[src/rtl/rv32_decode_stage_pkg.sv]
// Shared RV32 decode definitions: opcodes, funct7 codes, instruction classes,
// skid-buffer states and the decoded-record layout.
package rv32_decode_stage_pkg;

    // Decoded records carry the PC zero-extended to this width.
    localparam int PC_MAX_W = 64;

    localparam logic [6:0] OPC_LUI      = 7'b0110111;
    localparam logic [6:0] OPC_AUIPC    = 7'b0010111;
    localparam logic [6:0] OPC_JAL      = 7'b1101111;
    localparam logic [6:0] OPC_JALR     = 7'b1100111;
    localparam logic [6:0] OPC_BRANCH   = 7'b1100011;
    localparam logic [6:0] OPC_LOAD     = 7'b0000011;
    localparam logic [6:0] OPC_STORE    = 7'b0100011;
    localparam logic [6:0] OPC_OP_IMM   = 7'b0010011;
    localparam logic [6:0] OPC_OP       = 7'b0110011;
    localparam logic [6:0] OPC_MISC_MEM = 7'b0001111;
    localparam logic [6:0] OPC_SYSTEM   = 7'b1110011;

    localparam logic [6:0] F7_BASE   = 7'h00;
    localparam logic [6:0] F7_ALT    = 7'h20;
    localparam logic [6:0] F7_MULDIV = 7'h01;

    typedef enum logic [3:0] {
        CLS_UNKNOWN,
        CLS_LUI,
        CLS_AUIPC,
        CLS_JAL,
        CLS_JALR,
        CLS_BRANCH,
        CLS_LOAD,
        CLS_STORE,
        CLS_OP_IMM,
        CLS_OP,
        CLS_MISC_MEM,
        CLS_SYSTEM
    } cls_e;

    typedef enum logic [1:0] {
        ST_EMPTY,
        ST_ONE,
        ST_TWO
    } state_e;

    typedef struct packed {
        logic [PC_MAX_W-1:0] pc;
        cls_e                cls;
        logic [4:0]          rd;
        logic [4:0]          rs1;
        logic [4:0]          rs2;
        logic [2:0]          funct3;
        logic [6:0]          funct7;
        logic [31:0]         imm;
        logic                rd_we;
        logic                illegal;
    } dec_t;

endpackage

[src/rtl/rv32_imm_gen.sv]
// Combinational RV32 immediate generator; format chosen by opcode, always
// sign-extended from instruction bit 31.
module rv32_imm_gen
    import rv32_decode_stage_pkg::*;
(
    input  logic [31:0] instr,
    output logic [31:0] imm
);

    always_comb begin
        // NOTE: every always_comb output gets a default first so no path can infer a latch.
        imm = '0;
        case (instr[6:0])
            OPC_OP_IMM, OPC_LOAD, OPC_JALR:
                imm = {{20{instr[31]}}, instr[31:20]};
            OPC_STORE:
                imm = {{20{instr[31]}}, instr[31:25], instr[11:7]};
            OPC_BRANCH:
                imm = {{19{instr[31]}}, instr[31], instr[7], instr[30:25], instr[11:8], 1'b0};
            OPC_JAL:
                imm = {{11{instr[31]}}, instr[31], instr[19:12], instr[20], instr[30:21], 1'b0};
            OPC_LUI, OPC_AUIPC:
                imm = {instr[31:12], 12'b0};
            default:
                imm = '0;
        endcase
    end

endmodule

[src/rtl/rv32_decode_stage.sv]
// RV32 decode stage: decodes each word at acceptance and holds the decoded
// records in a 2-entry skid buffer with a registered in_ready.
module rv32_decode_stage
    import rv32_decode_stage_pkg::*;
#(
    parameter bit EN_M      = 1'b0,
    parameter bit EN_SYSTEM = 1'b1,
    parameter int PC_W      = 32
) (
    input  logic            clk,
    input  logic            rst_n,
    input  logic            flush,
    input  logic            in_valid,
    output logic            in_ready,
    input  logic [31:0]     in_instr,
    input  logic [PC_W-1:0] in_pc,
    output logic            out_valid,
    input  logic            out_ready,
    output dec_t            out_dec
);

    logic [6:0]  opcode;
    logic [2:0]  f3;
    logic [6:0]  f7;
    logic [31:0] imm;
    logic        illegal;
    cls_e        cls;
    dec_t        dec_in;

    state_e state_q, state_d;
    dec_t   head_q, head_d;
    dec_t   tail_q, tail_d;
    logic   in_ready_q, in_ready_d;
    logic   accept, present;

    assign opcode = in_instr[6:0];
    assign f3     = in_instr[14:12];
    assign f7     = in_instr[31:25];

    rv32_imm_gen u_imm_gen (
        .instr (in_instr),
        .imm   (imm)
    );

    always_comb begin
        cls     = CLS_UNKNOWN;
        illegal = 1'b0;
        case (opcode)
            OPC_LUI:    cls = CLS_LUI;
            OPC_AUIPC:  cls = CLS_AUIPC;
            OPC_JAL:    cls = CLS_JAL;
            OPC_JALR: begin
                cls     = CLS_JALR;
                illegal = (f3 != 3'd0);
            end
            OPC_BRANCH: begin
                cls     = CLS_BRANCH;
                illegal = (f3 == 3'd2) || (f3 == 3'd3);
            end
            OPC_LOAD: begin
                cls     = CLS_LOAD;
                illegal = (f3 == 3'd3) || (f3 == 3'd6) || (f3 == 3'd7);
            end
            OPC_STORE: begin
                cls     = CLS_STORE;
                illegal = (f3 > 3'd2);
            end
            OPC_OP_IMM: begin
                cls = CLS_OP_IMM;
                // Shift-immediates reuse funct7 as an opcode extension.
                if (f3 == 3'd1)
                    illegal = (f7 != F7_BASE);
                else if (f3 == 3'd5)
                    illegal = (f7 != F7_BASE) && (f7 != F7_ALT);
            end
            OPC_OP: begin
                cls = CLS_OP;
                case (f7)
                    F7_BASE:   illegal = 1'b0;
                    F7_ALT:    illegal = (f3 != 3'd0) && (f3 != 3'd5);
                    F7_MULDIV: illegal = !EN_M;
                    default:   illegal = 1'b1;
                endcase
            end
            OPC_MISC_MEM: begin
                cls     = CLS_MISC_MEM;
                illegal = !EN_SYSTEM;
            end
            OPC_SYSTEM: begin
                cls     = CLS_SYSTEM;
                illegal = !EN_SYSTEM;
            end
            default: begin
                cls     = CLS_UNKNOWN;
                illegal = 1'b1;
            end
        endcase
        if (in_instr[1:0] != 2'b11)
            illegal = 1'b1;
    end

    always_comb begin
        dec_in         = '0;
        dec_in.pc      = PC_MAX_W'(in_pc);
        dec_in.cls     = cls;
        dec_in.rd      = in_instr[11:7];
        dec_in.rs1     = in_instr[19:15];
        dec_in.rs2     = in_instr[24:20];
        dec_in.funct3  = f3;
        dec_in.funct7  = f7;
        dec_in.imm     = imm;
        dec_in.illegal = illegal;
        dec_in.rd_we   = !illegal && (in_instr[11:7] != 5'd0)
                       && !(cls inside {CLS_STORE, CLS_BRANCH, CLS_MISC_MEM});
    end

    assign out_valid = (state_q != ST_EMPTY);
    assign out_dec   = head_q;
    assign in_ready  = in_ready_q;
    assign accept    = in_valid && in_ready_q && !flush;
    assign present   = out_valid && out_ready;

    // Head is always the presented entry; tail only fills while head is stalled.
    always_comb begin
        state_d = state_q;
        head_d  = head_q;
        tail_d  = tail_q;
        case (state_q)
            ST_EMPTY: begin
                if (accept) begin
                    head_d  = dec_in;
                    state_d = ST_ONE;
                end
            end
            ST_ONE: begin
                if (accept && present) begin
                    head_d = dec_in;
                end else if (accept) begin
                    tail_d  = dec_in;
                    state_d = ST_TWO;
                end else if (present) begin
                    state_d = ST_EMPTY;
                end
            end
            ST_TWO: begin
                if (present) begin
                    head_d  = tail_q;
                    state_d = ST_ONE;
                end
            end
            default: state_d = ST_EMPTY;
        endcase
        if (flush)
            state_d = ST_EMPTY;
        in_ready_d = (state_d != ST_TWO);
    end

    always_ff @(posedge clk or negedge rst_n) begin
        if (!rst_n) begin
            // NOTE: stored records are reset too, so out_dec reads all-zero rather than X after reset.
            state_q    <= ST_EMPTY;
            in_ready_q <= 1'b0;
            head_q     <= '0;
            tail_q     <= '0;
        end else begin
            // NOTE: sequential state uses non-blocking assignment so every flop samples pre-edge values.
            state_q    <= state_d;
            in_ready_q <= in_ready_d;
            head_q     <= head_d;
            tail_q     <= tail_d;
        end
    end

endmodule

[config.mk]
export PLATFORM = sky130hd
export DESIGN_NAME = rv32_decode_stage
export DESIGN_NICKNAME = d
export VERILOG_FILES = /design/src/rtl/rv32_decode_stage_pkg.sv /design/src/rtl/rv32_imm_gen.sv /design/src/rtl/rv32_decode_stage.sv
export SDC_FILE = /design/constraint.sdc
export NUM_CORES = 1
export LEC_CHECK = 0
export BUFFER_PORTS_ARGS = -buffer_cell sky130_fd_sc_hd__buf_2
export CAP_MARGIN = 20
export CORE_AREA = 10 10 172 174
export DETAILED_ROUTE_END_ITERATION = 12
export DIE_AREA = 0 0 182 184
export SLEW_MARGIN = 10
export SYNTH_ARGS = -nofsm -noshare
export SYNTH_HDL_FRONTEND = slang
export SYNTH_SLANG_ARGS = --single-unit
[constraint.sdc]
create_clock -name clk -period 4.5 [get_ports clk]
set_input_delay 0.225 -clock clk [delete_from_list [all_inputs] [get_ports clk]]
set_output_delay 0.225 -clock clk [all_outputs]
set_load 0.01 [all_outputs]
==> results.yml, run 1 <==
finish:
  fin_area_mm2: 0.0108
  most-common-layout-cells: "375 x nand2_1, 193 x dfrtp_1, 164 x buf_2"
  num-nets-final: 1267
  multi_input_area_mm2: 0.00364
  layout_commonest_cell: "nand2_1"
  layout-drive-gt1-share_pct: 18.9
  fill_cells: 2647
  final_util_pct: 41.6
  regArea_mm2: 0.00483
  area_growth_pct: 20.1
routing:
  vias: 7647
  ant_nets: 0
  drt_wl_total_um: 27100
  drc_errors: 0
  dr.pass1.iters: 5
  drt-wirelength-per-cell_um: 17.5
  drt_iter0_markers: 688
  viasPerCell: 4.94
die:
  initial_core_util_pct: 34.6
  die_width_um: 182
  rows: 59
  ioPinCount: 198
  die-area_mm2: 0.0335
  core-area_mm2: 0.0259
  fp.dieH_um: 184
setup_path:
  cp-start-kind: "flop"
  cp.required_ns: 4.85
  arrival_ns: 2.80
  worstSetupPathType: "reg2reg"
  critPathCaptureType: "flop"
  cp_max_fo: 74
yosys:
  synthFlopType: "dfrtp_1"
  syn_area_mm2: 0.00897
  synthTopCellsByArea: "dfrtp_1 54%, nand2_1 16%, a31oi_1 4.4%, nor2_1 4.2%, buf_4 2.8%"
  async_flop_share_pct: 100
  synth_seq_cells: 193
  synth_top_cell_by_area: "dfrtp_1"
  yosysSeqAreaShare_pct: 53.9
  ys_warn_count: 0
  yosysTopAreaCellShare_pct: 53.9
  postSynthAreaPerCell_um2: 8.55
  syn_inst: 1049
  ys_types: 58
  synth_edf_count: 0
clock_network:
  cts.sinks: 193
  cts-root-buf: "clkbuf_16"
  clk_pin_slew_ns: 0.07
  post_cts_buffers: 0
  tritoncts: "done"
  cts_buffer_depth: 2
  numCtsBuffers: 17
  clk_latency_ns: 0.44
  cts.htree.levels: 4
global_route:
  grt_pass1_wl_um: 42400
  grt-ovfl-total: 0
  grt_pass1_vias: 7228
  antenna_found_initial: 5
  track_usage_pct: 15.7
  grt_max_degree: 110
sta:
  max_slew.worst_pin.slew_ns: 1.06
  setup-tns-final_ns: 0
  grt_setup_unrepaired: "no"
  fin_skew_ns: 0.0149
  max_freq_mhz: 407
  hold-worst-slack_ns: 0.0215
  final-hold-violation-count: 0
  drv_slew: 0
  min_period_over_period_pct: 54.6
  maxSlewHeadroom_pct: 28.9
  finalCriticalPeriod_ns: 2.45
  setup_viol: 0
power_and_ir_drop:
  comb_power_share_pct: 18.3
  p_switching_mw: 1.43
  internal-power_mw: 3.39
  power.leakage_nw: 5.14
  power.total_mw: 4.82
  clkPwrFrac_pct: 34.7
  power_density_mw_per_mm2: 448
  worst_ir_drop_vdd_uv: 237
  netSwitchingFraction_pct: 29.7
  p_seq_share_pct: 47.0
place:
  globalplace.congestion: 0.826
  dpl_cell_area_mm2: 0.00983
  io_buffers: 165
  place_hpwl_um: 17700
job:
  maxCapViolCount: 0
outcome:
  status: "finished, final reports clean"
min_path:
  hp-class: "in2reg"
layer usage:
layer  vias to the layer above  share of wire [%]  global-route usage [%]
li1                       3720                  -                       -
met1                      3677                 49                    22.5
met2                       226                 43                    23.1
met3                        18                6.9                    4.74
met4                         6               0.48                    2.80
met5                         -               0.17                       0
cells in the mapped netlist (2+ instances only):
| master | count |
|---|---|
| a211o_1 | 2 |
| a211oi_2 | 2 |
| a21o_1 | 4 |
| a21oi_1 | 48 |
| a21oi_2 | 2 |
| a22oi_1 | 6 |
| a31oi_1 | 63 |
| and3_1 | 11 |
| buf_2 | 24 |
| buf_4 | 34 |
| buf_6 | 13 |
| clkbuf_1 | 31 |
| dfrtp_1 | 193 |
| inv_1 | 3 |
| mux2_2 | 5 |
| nand2_1 | 376 |
| nand2b_1 | 4 |
| nand3_1 | 17 |
| nor2_1 | 101 |
| nor2b_1 | 6 |
| nor3_1 | 7 |
| o211ai_1 | 2 |
| o21a_1 | 2 |
| o21ai_0 | 20 |
| o21ai_1 | 31 |
| o22ai_1 | 4 |
| or2_2 | 2 |
| or3_1 | 5 |
| or4_1 | 2 |
final timing paths:
kind / start / endpoint / slack (ns) / cells past startpoint
worst max-delay path: state_q[1] / out_dec[71] / 2.05 / 7
worst min-delay path: in_pc[0] / tail_q[63] / 0.02 / 3
worst max register to register: state_q[1] / out_dec[71] / 2.05 / 7
worst min register to register: tail_q[73] / tail_q[73] / 0.48 / 2
max in group asynchronous: rst_n / tail_q[11] / 2.96 / 3
min in group asynchronous: rst_n / out_dec[65] / 0.45 / 2
kinds of logic (layout without fill, tap and decap cells):
group / after synthesis / count (layout) / synth area share (%)
xor+xnor: 2 / 2 / 0.195
mux: 6 / 6 / 0.739
simple gates: 543 / 543 / 24.5
buf+inv: 106 / 237 / 7.28
flops: 193 / 193 / 53.9
compound gates: 198 / 198 / 13.3
other cells: 1 / 34 / 0.0418
final cells by class:
class                      instances  area share (%)
sequential                       193            44.9
multi-input combinational        781            33.8
timing repair buffer             201            11.3
clock buffer                      18            4.08
tap                              335            3.89
clock inverter                    14            1.87
inverter                           4           0.139
antenna                            2          0.0465
through the flow:
step | std cells | setup slack, ns
after floorplan | 1080 | 2.81
after global placement | 1487 | 1.88
after detailed placement | 1487 | 1.83
after CTS | 1545 | 1.82
after global routing | 1546 | 1.86
final | 1548 | 2.05
what timing repair did:
action | 4_1_cts | 5_1_grt
gates resized for setup | 0 | 0
endpoints found under the hold margin | 131 | 0
hold buffers | 26 | 0
worst max-delay path, stage by stage, from the launching register on:
cell and delay (ns):
dfrtp_1 0.47, nand3b_1 0.28, or3_1 0.43, nand2_4 0.33, buf_16 0.34, buf_12 0.28, nor2_1 0.06, a31oi_1 0.15
state kept, by name, indices dropped and copies added (netlist names):
name	cells
in_ready	1
tail_q	95
out_dec	95
state_q	2
power groups by stage:
stage	sequential [mW]	combinational [mW]	clock (mW)
6_report	2.26	0.884	1.67
5_1_grt	2.31	1.00	1.79
4_1_cts	2.26	0.899	1.72
3_5_place_dp	2.30	0.879	0
3_3_place_gp	2.29	0.864	0
2_1_floorplan	2.34	0.460	0
(Power assumes the default switching activity.)
==> run 2: changes to the inputs <==
--- a/config.mk
+++ b/config.mk
@@ -5,11 +5,12 @@
 export SDC_FILE = /design/constraint.sdc
 export NUM_CORES = 1
 export LEC_CHECK = 0
+export ABC_AREA = 1
 export BUFFER_PORTS_ARGS = -buffer_cell sky130_fd_sc_hd__buf_2
 export CAP_MARGIN = 20
-export CORE_AREA = 10 10 172 174
+export CORE_AREA = 10 10 171 173
 export DETAILED_ROUTE_END_ITERATION = 12
-export DIE_AREA = 0 0 182 184
+export DIE_AREA = 0 0 181 183
 export SLEW_MARGIN = 10
 export SYNTH_ARGS = -nofsm -noshare
 export SYNTH_HDL_FRONTEND = slang
==> constraint.sdc (replaced) <==
create_clock -name clk -period 2.2 [get_ports clk]
set_input_delay 0.11 -clock clk [delete_from_list [all_inputs] [get_ports clk]]
set_output_delay 0.11 -clock clk [all_outputs]
set_load 0.01 [all_outputs]
==> results.yml, run 2 <==
yosys:
  synth_top_cell_by_area: "dfrtp_1"
  yosysSeqAreaShare_pct: 54.5
  syn_inst: 1100
  synthTopCellsByArea: "dfrtp_1 54%, nand2_1 17%, nor2_1 4.1%, a31oi_1 4.0%, a21oi_1 3.1%"
  ys_warn_count: 0
  synth_seq_cells: 193
  yosysTopAreaCellShare_pct: 54.5
  synthTopCellsByCount: "400 x nand2_1, 193 x dfrtp_1, 97 x nor2_1"
  synth_edf_count: 0
  yosysMostFrequentCell: "nand2_1"
  ys_types: 27
  synthFlopType: "dfrtp_1"
  syn_area_mm2: 0.00886
  async_flop_share_pct: 100
  postSynthAreaPerCell_um2: 8.06
place:
  io_buffers: 165
  place_hpwl_um: 18200
  globalplace.congestion: 0.917
  dpl_cell_area_mm2: 0.00995
clock_network:
  numCtsBuffers: 17
  cts_resized: 0
  post_cts_buffers: 0
  clk_pin_slew_ns: 0.07
  cts.htree.levels: 4
  cts.sinks: 193
  tritoncts: "done"
  cts_buffer_depth: 2
  hold_buffers: 55
  cts-root-buf: "clkbuf_16"
  clk_latency_ns: 0.43
die:
  die_width_um: 181
  core-area_mm2: 0.0258
  initial_core_util_pct: 34.4
  fp.dieH_um: 183
  rows: 59
  ioPinCount: 198
  die-area_mm2: 0.0331
routing:
  drt-wirelength-per-cell_um: 15.9
  dr.pass1.iters: 5
  drt_iter0_markers: 629
  viasPerCell: 4.72
  vias: 7741
  drc_errors: 0
  ant_nets: 0
  drt_wl_total_um: 26100
sta:
  max_freq_mhz: 608
  max_slew.worst_pin.slew_ns: 0.645
  min_period_over_period_pct: 74.7
  setup_viol: 0
  finalCriticalPeriod_ns: 1.64
  grt_setup_unrepaired: "no"
  fin_skew_ns: 0.0103
  final-hold-violation-count: 0
  maxSlewHeadroom_pct: 57.0
  setup-tns-final_ns: 0
  drv_slew: 0
power_and_ir_drop:
  worst_ir_drop_vdd_uv: 471
  power.leakage_nw: 5.59
  power_density_mw_per_mm2: 806
global_route:
  antenna_found_initial: 4
  grt_pass1_vias: 7741
  grt-ovfl-total: 0
  grt_max_degree: 113
  track_usage_pct: 15.6
  grt_pass1_wl_um: 42300
finish:
  area_growth_pct: 24.5
  regArea_mm2: 0.00483
  layout-drive-gt1-share_pct: 18.1
  layout_commonest_cell: "nand2_1"
  multi_input_area_mm2: 0.00341
  num-nets-final: 1361
  fin_area_mm2: 0.0110
  most-common-layout-cells: "399 x nand2_1, 193 x dfrtp_1, 164 x buf_2"
  fill_cells: 2640
setup_path:
  crit_buf_inv: 3
  crit_chain: "inv_2 -> nor2_4 -> inv_2 -> buf_12 -> nand2_1 -> a31oi_1"
  cp.required_ns: 2.54
  cp_max_fo: 41
  arrival_ns: 1.98
  cp_slowest_cell: "inv_2"
  crit_path_frequent_cell: "inv_2"
  crit_family: "buffers and inverters"
  critPathCaptureType: "flop"
  worstSetupPathType: "reg2reg"
  crit_path_max_incr_delay_ns: 0.43
  cp-start-kind: "flop"
outcome:
  status: "finished, final reports clean"
job:
  maxCapViolCount: 0
min_path:
  hp-class: "in2reg"
[run 2: cell families after synthesis]
logic type	Yosys count	share of synthesized area [%]
buffers and inverters	157	8.47
AOI/OAI and AO/OA	214	13.5
and+or+nand+nor	535	23.5
DFF	193	54.5
other	1	0.0423
[run 2: layer usage]
| metal | global-route usage [%] | wire [µm] | vias to the layer above |
|---|---|---|---|
| met5 | 0 | 34 | - |
| met2 | 25.5 | 12200 | 217 |
| met3 | 4.59 | 1790 | 29 |
| met1 | 19.7 | 11700 | 3632 |
| met4 | 4.17 | 360 | 4 |
| li1 | - | - | 3859 |
[run 2: area by class of cell]
type	count	share of cell area [%]
repair buffers	235	14.5
flip-flops and latches	193	43.8
multi-input cells	781	31.0
clock inverters	8	0.533
inverters	64	2.20
well taps	335	3.80
clock buffers	22	4.21
diodes	2	0.0454
[run 2: power by group]
part | switching, mW | internal [mW]
sequential | 0.293 | 4.15
clock | 1.35 | 1.50
combinational | 0.960 | 0.643
[run 2: worst paths after layout]
path | start | end | slack [ns] | cells past startpoint
hold / removal | in_instr[28] | tail_q[37] | 0.01 | 3
setup / recovery | state_q[1] | out_dec[64] | 0.56 | 6
hold reg to reg | tail_q[38] | tail_q[38] | 0.47 | 2
max in group asynchronous | rst_n | out_dec[77] | 1.21 | 3
setup reg to reg | state_q[1] | out_dec[64] | 0.56 | 6
min in group asynchronous | rst_n | tail_q[87] | 0.25 | 2
[run 2: worst reg2reg max path, cell delays in order (launching register included)]
cell and delay (ns):
dfrtp_1 0.39, inv_2 0.10, nor2_4 0.05, inv_2 0.43, buf_12 0.29, nand2_1 0.11, a31oi_1 0.19
[run 2: stage by stage]
stage | hold slack (ns) | power, mW | cells | setup slack [ns] | util, %
3_3_place_gp | 0.175 | 6.02 | 1553 | 0.527 | 38.6
5_1_grt | 0.0215 | 9.44 | 1640 | 0.399 | 42.8
3_5_place_dp | 0.171 | 6.06 | 1553 | 0.464 | 38.6
4_1_cts | 0.00239 | 9.01 | 1638 | 0.543 | 42.8
2_1_floorplan | -0.186 | 5.38 | 1131 | 0.743 | -
6_report | 0.0106 | 8.90 | 1640 | 0.556 | 42.8
